--- src/rtl/dmem_pkg.sv ---
// Shared types and defaults for the data-memory store buffer.
package dmem_pkg;

  localparam int XLEN      = 64;
  localparam int SB_DEPTH  = 4;
  localparam int SB_MEM_AW = 6;

  typedef struct packed {
    logic                 valid;
    logic [SB_MEM_AW-1:0] widx;
    logic [XLEN-1:0]      data;
  } sb_entry_t;

  function automatic logic [SB_MEM_AW-1:0] word_idx(
    input logic [63:0] addr
  );
    return SB_MEM_AW'(addr >> 3);
  endfunction

endpackage

--- src/rtl/sb_fwd_match.sv ---
// Youngest-match search over the store buffer entries.
// Walks from head toward tail so the last hit seen is the youngest.
module sb_fwd_match #(
  parameter  int DEPTH = 4,
  parameter  int AW    = 6,
  parameter  int DW    = 64,
  localparam int PW    = $clog2(DEPTH)
) (
  input  logic [DEPTH-1:0]         valid_i,
  input  logic [DEPTH-1:0][AW-1:0] widx_i,
  input  logic [DEPTH-1:0][DW-1:0] data_i,
  input  logic [PW-1:0]            head_i,
  input  logic [AW-1:0]            key_i,
  output logic                     hit_o,
  output logic [PW-1:0]            idx_o,
  output logic [DW-1:0]            data_o
);

  logic [PW-1:0] pos;

  always_comb begin
    hit_o = 1'b0;
    idx_o = '0;
    pos   = '0;
    for (int k = 0; k < DEPTH; k++) begin
      pos = head_i + PW'(k);
      if (valid_i[pos] && (widx_i[pos] == key_i)) begin
        hit_o = 1'b1;
        idx_o = pos;
      end
    end
  end

  assign data_o = data_i[idx_o];

endmodule

--- src/rtl/dmem_store_buffer.sv ---
// Store buffer between core data port and a 64-bit-word SRAM.
// Define STBUF_COALESCE_EN to merge stores to an already-buffered word.
module dmem_store_buffer
  import dmem_pkg::*;
#(
  parameter int DEPTH  = SB_DEPTH,
  parameter int XLEN   = dmem_pkg::XLEN,
  parameter int MEM_AW = SB_MEM_AW
) (
  input  logic              clk,
  input  logic              rst,
  input  logic [63:0]       addrData_DMEM,
  input  logic [XLEN-1:0]   wrData_DMEM,
  input  logic              MemWrite_DMEM,
  input  logic              MemRead_DMEM,
  output logic [XLEN-1:0]   readData_DMEM,
  output logic              stall_o,
  input  logic              flush_i,
  output logic              empty_o,
  output logic [MEM_AW-1:0] mem_addr_o,
  output logic [XLEN-1:0]   mem_wdata_o,
  output logic              mem_we_o,
  input  logic [XLEN-1:0]   mem_rdata_i
);

  localparam int PW = $clog2(DEPTH);
  localparam int CW = PW + 1;

  logic [DEPTH-1:0]             valid_q, valid_d;
  logic [DEPTH-1:0][MEM_AW-1:0] widx_q, widx_d;
  logic [DEPTH-1:0][XLEN-1:0]   data_q, data_d;
  logic [PW-1:0]                head_q, head_d;
  logic [PW-1:0]                tail_q, tail_d;
  logic [CW-1:0]                count_q, count_d;

  logic [MEM_AW-1:0] req_widx;
  logic              fwd_hit, hit_g;
  logic [PW-1:0]     fwd_idx;
  logic [XLEN-1:0]   fwd_data;
  logic              full, nonempty, ld_miss;
  logic              drain, alloc, coal;

  logic unused_addr;
  assign unused_addr = ^{addrData_DMEM[63:MEM_AW+3],
                         addrData_DMEM[2:0]};

  assign req_widx = addrData_DMEM[MEM_AW+2:3];

  sb_fwd_match #(
    .DEPTH(DEPTH),
    .AW   (MEM_AW),
    .DW   (XLEN)
  ) u_fwd (
    .valid_i(valid_q),
    .widx_i (widx_q),
    .data_i (data_q),
    .head_i (head_q),
    .key_i  (req_widx),
    .hit_o  (fwd_hit),
    .idx_o  (fwd_idx),
    .data_o (fwd_data)
  );

  assign full     = (count_q == CW'(DEPTH));
  assign nonempty = (count_q != '0);
  assign hit_g    = rst & fwd_hit;
  // A load that misses the buffer owns the single SRAM port.
  assign ld_miss  = MemRead_DMEM & ~hit_g;
  assign drain    = rst & nonempty & ~ld_miss;

`ifdef STBUF_COALESCE_EN
  assign coal  = rst & MemWrite_DMEM & ~flush_i & fwd_hit
               & ~(drain & (fwd_idx == head_q));
  assign alloc = rst & MemWrite_DMEM & ~flush_i & ~coal & ~full;
`else
  logic unused_idx;
  assign unused_idx = ^fwd_idx;
  assign coal  = 1'b0;
  assign alloc = rst & MemWrite_DMEM & ~flush_i & ~full;
`endif

  assign stall_o = rst & MemWrite_DMEM & ~coal & (full | flush_i);
  assign empty_o = ~rst | ~nonempty;
  assign readData_DMEM = hit_g ? fwd_data : mem_rdata_i;

  assign mem_we_o    = drain;
  assign mem_wdata_o = data_q[head_q];

  always_comb begin
    if (ld_miss)       mem_addr_o = req_widx;
    else if (nonempty) mem_addr_o = widx_q[head_q];
    else               mem_addr_o = '0;
  end

  always_comb begin
    valid_d = valid_q;
    widx_d  = widx_q;
    data_d  = data_q;
    head_d  = head_q;
    tail_d  = tail_q;
    if (drain) begin
      valid_d[head_q] = 1'b0;
      head_d          = head_q + PW'(1);
    end
    if (alloc) begin
      valid_d[tail_q] = 1'b1;
      widx_d[tail_q]  = req_widx;
      data_d[tail_q]  = wrData_DMEM;
      tail_d          = tail_q + PW'(1);
    end
    if (coal) begin
      data_d[fwd_idx] = wrData_DMEM;
    end
    count_d = count_q + CW'(alloc) - CW'(drain);
  end

  always_ff @(posedge clk) begin
    if (!rst) begin
      valid_q <= '0;
      widx_q  <= '0;
      data_q  <= '0;
      head_q  <= '0;
      tail_q  <= '0;
      count_q <= '0;
    end else begin
      valid_q <= valid_d;
      widx_q  <= widx_d;
      data_q  <= data_d;
      head_q  <= head_d;
      tail_q  <= tail_d;
      count_q <= count_d;
    end
  end

endmodule

--- config.mk ---
export PLATFORM = sky130hd
export DESIGN_NAME = dmem_store_buffer
export DESIGN_NICKNAME = d
export VERILOG_FILES = /design/src/rtl/dmem_pkg.sv /design/src/rtl/sb_fwd_match.sv /design/src/rtl/dmem_store_buffer.sv
export SDC_FILE = /design/constraint.sdc
export NUM_CORES = 1
export LEC_CHECK = 0
export CAP_MARGIN = 5
export CORE_MARGIN = 2
export CORE_UTILIZATION = 50
export CTS_CLUSTER_DIAMETER = 30
export DETAILED_ROUTE_END_ITERATION = 8
export GPL_ROUTABILITY_DRIVEN = 0
export HOLD_SLACK_MARGIN = 0.03
export PLACE_DENSITY = 0.85
export SYNTH_ARGS = -nofsm -noshare
export SYNTH_HDL_FRONTEND = slang
export SYNTH_SLANG_ARGS = --single-unit
export TNS_END_PERCENT = 100
--- constraint.sdc ---
create_clock -name clk -period 12.5 [get_ports clk]
set_input_delay 3.125 -clock clk [delete_from_list [all_inputs] [get_ports clk]]
set_output_delay 3.125 -clock clk [all_outputs]
set_load 0.02 [all_outputs]
# After elaboration in Yosys (flattened, before gate mapping)

Cells that the tools add are included.

Register bits after elaboration: 291
Bits in latches: 0
RAM bits: 0
ROM bits: 0
Bits of input ports: 197
Logic and storage cells: 100
Memories kept: 0

Add/subtract/negate cells: 6
$mul: 0
Divide/modulo/power cells: 0
Magnitude comparators: 8
Equal/unequal tests: 5
Shift operators: 0
Multiplexer cells: 43
Bitwise operators: 19
Reduce and logical (&&, ||, !) cells: 7

Operators with widths:

| kind                  | number |
|---|---|
| $bmux W64 S2          | 2 |
| $bwmux W256           | 1 |
| $mux W64              | 4 |
| $demux W64 S2         | 1 |
| $bmux W6 S2           | 4 |
| $mux W6               | 7 |
| $bwmux W24            | 1 |
| $eq A6 B6 Y1          | 4 |
| $lt A2 B3 Y1 const B  | 6 |
| $demux W6 S2          | 1 |
| $mux W1               | 10 |
| $and A1 B1 Y1         | 8 |
| $bmux W1 S2           | 4 |
| $mux W2               | 4 |
| $mux W4               | 2 |
| $logic_and A1 B1 Y1   | 6 |
| $not A1 Y1            | 6 |
| $add A2 B1 Y2 const B | 2 |
| $add A2 B2 Y2 const B | 2 |
| $and A4 B4 Y4         | 1 |
| $demux W1 S2          | 2 |
| $ge A2 B1 Y1 const B  | 2 |
| $not A4 Y4            | 1 |
| $or A4 B4 Y4          | 1 |
| 5 further kinds       | 6 |

# Longest topological paths before layout

Gate-level depths: netlist (run 1).

Depth in word-level cells: 16
Mapped depth: 21
Mapped depth without buffers: 16

# By module

From an unflattened synthesis (run 1), not the netlist that was laid out.

Cells, all modules: 2,579
Area total of the unflattened synthesis: 22,609.2 µm²

Modules (own cells, without submodules):

| module            | times used | cells an instance | area an instance (µm²) |
|---|---|---|---|
| dmem_store_buffer | 1          | 1,227             | 13,716.9 |
| sb_fwd_match      | 1          | 1,352             | 8,892.3 |

# Worst setup path after synthesis (run 1)

OpenSTA, ideal clock, no wires.

Kind: input to output
Start point: in addrData_DMEM[8]
End point: out readData_DMEM[56]
Arrival: 5.589 ns
Required time: 9.375 ns
Path slack: 3.786 ns
Stages on the path: 11
Path buffers: 2
Cells stage by stage: clkbuf_1 -> inv_1 -> a311o_1 -> o211ai_1 -> o32a_1 -> nor2_2 -> o41a_1 -> nand2_1 -> buf_2 -> o221ai_1 -> a31oi_1

Word-level cells in the longest chain between the ends: 9
Elaborated cells between the ends (all ways): 20

Ends and longest elaborated chain:

| element                        | line                    | text |
|---|---|---|
| start, declared                | dmem_store_buffer.sv:12 | `input logic [63:0] addrData_DMEM,` |
| $eq A6 B6 Y1                   | sb_fwd_match.sv:27      | `if (valid_i[pos] && (widx_i[pos] == key_i)) begin` |
| $logic_and A1 B1 Y1            | sb_fwd_match.sv:27      |  |
| $mux W2 (4 in series)          | sb_fwd_match.sv:27      |  |
| $bmux W64 S2                   | sb_fwd_match.sv:34      | `assign data_o = data_i[idx_o];` |
| $mux W64 (implied by the code) | sb_fwd_match.sv:34      |  |
| $mux W64 *                     | dmem_store_buffer.sv:84 | `assign readData_DMEM = hit_g ? fwd_data : mem_rdata_i;` |
| end, declared                  | dmem_store_buffer.sv:16 | `output logic [XLEN-1:0] readData_DMEM,` |

Mark *: on every way between the ends. The rest lies on a longest branch, timed or not. The select of a mux whose other input is x is not followed.

# Final worst setup path (run 1)

Start point: in addrData_DMEM[4]
End point: out readData_DMEM[12]

Same word-level chain as after synthesis.

==> results of run 1 <==
## metal layers
metal  routed length (µm)  global-route usage [%]  up-vias
met1                24800                    38.6     9207
met4                 2410                    17.1        2
met3                 7620                    7.88      247
met5                    9                       0        -
met2                31700                    54.2     1251
li1                     -                       -     8533
## path summary, 6_finish.rpt
check | from | to | slack (ns) | cells past startpoint
setup reg to reg | head_q[0] | count_q[2] | 7.05 | 16
hold reg to reg | widx_q[7] | widx_q[7] | 0.48 | 2
setup / recovery | addrData_DMEM[4] | readData_DMEM[12] | 1.33 | 11
hold / removal | widx_q[7] | widx_q[7] | 0.48 | 2
## worst max-delay path, cell delays in order
cell	delay [ns]
sky130_fd_sc_hd__clkdlybuf4s50_1	0.75
sky130_fd_sc_hd__xnor2_1	0.22
sky130_fd_sc_hd__a2111o_1	0.42
sky130_fd_sc_hd__a211o_1	0.36
sky130_fd_sc_hd__or2_2	0.66
sky130_fd_sc_hd__o21ai_4	0.17
sky130_fd_sc_hd__buf_4	0.77
sky130_fd_sc_hd__o221a_2	0.35
sky130_fd_sc_hd__o221ai_1	0.14
sky130_fd_sc_hd__a31oi_1	0.37
sky130_fd_sc_hd__clkdlybuf4s50_1	0.68
## area by class of cell
type / count / area share (%)
multi-input combinational: 1673 / 50.6
antenna: 1 / 0.0103
clock buffer: 99 / 8.54
sequential: 291 / 24.1
clock inverter: 30 / 1.38
tap: 511 / 2.64
inverter: 15 / 0.233
timing repair buffer: 308 / 12.5
## metrics by stage
stage	worst slack, ns	util [%]	cells	power [mW]	cell area [µm²]
final	1.33	64.4	2928	3.74	24200
after global routing	1.25	64.4	2927	3.86	24200
after CTS	1.50	64.4	2927	3.73	24200
after detailed placement	1.54	58.0	2798	1.91	21800
after global placement	1.62	58.0	2798	1.89	21800
after floorplan	3.79	-	2212	1.64	19100
## where the power goes
group	total [mW]	internal, mW	switching, mW
registers	0.991	0.955	0.0364
clock network	1.83	1.25	0.579
logic	0.923	0.411	0.512
## logic make-up after synthesis
group / after synthesis
fa+ha+maj: 10
buf+inv: 248
compound gates: 714
xor+xnor: 25
mux: 221
simple gates: 703
flops: 291
## state kept, by name, indices dropped and copies added, names as in the netlist
| register | flops |
|---|---|
| data_q | 256 |
| widx_q | 24 |
| valid_q | 4 |
| count_q | 3 |
| head_q | 2 |
| tail_q | 2 |
## Yosys cell counts, types with 11 or more instances
cell | n | area [µm²]
sky130_fd_sc_hd__mux4_2 | 71 | 1600
sky130_fd_sc_hd__buf_2 | 45 | 225
sky130_fd_sc_hd__dfxtp_1 | 291 | 5830
sky130_fd_sc_hd__a21boi_0 | 280 | 2100
sky130_fd_sc_hd__and2_1 | 12 | 75.1
sky130_fd_sc_hd__mux2i_1 | 86 | 861
sky130_fd_sc_hd__o211ai_1 | 67 | 503
sky130_fd_sc_hd__a2bb2oi_1 | 62 | 543
sky130_fd_sc_hd__nor2_1 | 74 | 278
sky130_fd_sc_hd__buf_1 | 15 | 56.3
sky130_fd_sc_hd__inv_1 | 14 | 52.6
sky130_fd_sc_hd__xnor2_1 | 20 | 175
sky130_fd_sc_hd__o221ai_1 | 67 | 587
sky130_fd_sc_hd__o221a_2 | 125 | 1410
sky130_fd_sc_hd__clkbuf_1 | 162 | 608
sky130_fd_sc_hd__mux2_2 | 63 | 709
sky130_fd_sc_hd__o21ai_0 | 11 | 55.1
sky130_fd_sc_hd__nand2_1 | 592 | 2220
sky130_fd_sc_hd__a31oi_1 | 66 | 413
==> insert_results.sql, run 1 <==
INSERT INTO impl_metrics (metric_group, metric, value, unit) VALUES
('power_and_ir_drop', 'vdd_drop_max', '0.000139', 'V'),
('synthesis', 'synth-compound-area-share', '31.1', '%'),
('finish', 'areaGrowthSynthToFinish', '26.9', '%'),
('synthesis', 'postSynth.topFlopCell', 'sky130_fd_sc_hd__dfxtp_1', ''),
('critical_path', 'end_kind', 'output port', ''),
('detailed_routing', 'detail-route-antenna-nets', '0', ''),
('synthesis', 'number_of_instances_in_the_synthesized_netlist', '2212', ''),
('critical_path', 'arrival', '8.04', 'ns'),
('sta', 'setup_violations', '0', ''),
('finish', 'area_of_the_multi_input_gates', '12200', 'µm²'),
('detailed_routing', 'route.vias.total', '19200', ''),
('sta', 'timing.final.crit_share', '89.4', '%'),
('detailed_routing', 'detail_route.drc_violations', '0', ''),
('power_and_ir_drop', 'power.density', '155', 'nW/µm²'),
('run_status', 'result_of_the_run', 'finished clean', ''),
('placement', 'post-dp-hpwl', '36.6', 'mm'),
('run', 'cap_violations', '0', ''),
('detailed_routing', 'routed_wirelength', '66.5', 'mm'),
('sta', 'hold_ws', '0.484', 'ns'),
('floorplan', 'die_area', '39700', 'µm²'),
('synthesis', 'sequential_share_of_the_synthesized_area', '30.6', '%'),
('min_path', 'hold_path_class', 'flip-flop to flip-flop', ''),
('floorplan', 'initial_utilization', '50.7', '%'),
('detailed_routing', 'drt-vias-per-instance', '6.57', ''),
('critical_path', 'required', '9.38', 'ns'),
('finish', 'layout.cells.most_common', 'sky130_fd_sc_hd__nand2_1', ''),
('clock_network', 'clock_tree_from_tritoncts', 'done', ''),
('sta', 'fin_tns_setup', '0', 'ns'),
('sta', 'finClkSkew', '0.0211', 'ns'),
('synthesis', 'simple_gate_portion_of_the_synthesized_area', '14.3', '%'),
('clock_network', 'worst_skew_pair.late_latency', '0.58', 'ns'),
('floorplan', 'core_area', '37600', 'µm²'),
('critical_path', 'critical_path.max_fanout', '63', ''),
('power_and_ir_drop', 'power.static_leakage', '7.74', 'nW'),
('synthesis', 'yosysWarnings', '0', ''),
('grt', 'grt_pass1_vias', '19300', ''),
('sta', 'worstMarginPinSlew', '1.27', 'ns'),
('sta', 'timing.fmax', '89.5', 'MHz'),
('clock_network', 'cts-resized-gates', '0', ''),
('sta', 'final_max_slew_violation_count', '0', ''),
('synthesis', 'synth.cell_area', '19100', 'µm²'),
('floorplan', 'rows', '71', ''),
('clock_network', 'post_cts_hold_buffer_count', '0', ''),
('synthesis', 'asyncSetResetFlopFracSynth', '0', '%'),
('clock_network', 'cts_buffer_depth', '3', ''),
('sta', 'grt_setup_unrepaired', 'no', ''),
('grt', 'globalRouteTotalUtil', '32.4', '%'),
('sta', 'timing.max_slew.rel_slack', '15.5', '%'),
('critical_path', 'critical_path_class', 'input port to output port', ''),
('clock_network', 'htree_levels', '3', ''),
('synthesis', 'post_synthesis_mean_instance_area', '8.62', 'µm²'),
('sta', 'final-hold-violation-count', '0', ''),
('detailed_routing', 'dr.pass1.iters', '6', ''),
('placement', 'io_buffer_count', '275', ''),
('finish', 'drive_gt1_share', '17.9', '%'),
('floorplan', 'die_width', '199', 'µm'),
('clock_network', 'clock_tree.root_cell', 'sky130_fd_sc_hd__clkbuf_16', ''),
('synthesis', 'dominant_combinational_cell_family_by_area_after_synthesis', 'compound AO/OA/AOI/OAI gates', ''),
('synthesis', 'yosys_register_bits', '291', ''),
('sta', 'final.min_clock_period', '11.17', 'ns'),
('clock_network', 'cts-buffers-inserted', '72', ''),
('grt', 'overflow', '0', ''),
('synthesis', 'postSynthNetCount', '2419', ''),
('synthesis', 'synth_cell_types', '57', ''),
('clock_network', 'cts_setup_buffers', '0', ''),
('grt', 'initial_antenna_violation_count', '1', ''),
('synthesis', 'synth_edf_count', '0', ''),
('detailed_routing', 'detail_route.iter0.violations', '1903', ''),
('floorplan', 'die_h', '199', 'µm'),
('finish', 'mostFrequentLayoutCells', '587 x sky130_fd_sc_hd__nand2_1, 289 x sky130_fd_sc_hd__dfxtp_1, 280 x sky130_fd_sc_hd__a21boi_0', ''),
('detailed_routing', 'wire_per_inst', '22.7', 'µm'),
('grt', 'maximum_number_of_pins_on_one_net_before_global_route_repair', '145', ''),
('clock_network', 'clock-sinks', '291', ''),
('synthesis', 'muxShareOfSynthArea', '16.7', '%'),
('clock_network', 'clk_pin_slew_worst_paths', '0.04', 'ns'),
('synthesis', 'post_synth_fa_ha_maj_area_fraction', '0.696', '%'),
('critical_path', 'worst_setup_path_start_kind', 'input port', ''),
('floorplan', 'io_pins', '334', ''),
('finish', 'layout.filler_cells', '2975', ''),
('synthesis', 'synth_xor_xnor_area_share', '1.15', '%'),
('finish', 'final_net_count', '2568', ''),
('grt', 'grt_first_pass_wirelength', '101', 'mm'),
('finish', 'ff_latch_area', '5830', 'µm²');
Power figures use the tool's default switching activity.
==> run 2: changes to the inputs <==
Settings changed: HOLD_SLACK_MARGIN 0.03 to not set.
==> results of run 2 <==
No change in the layout: final DEF, timing and power equal those of run 1.
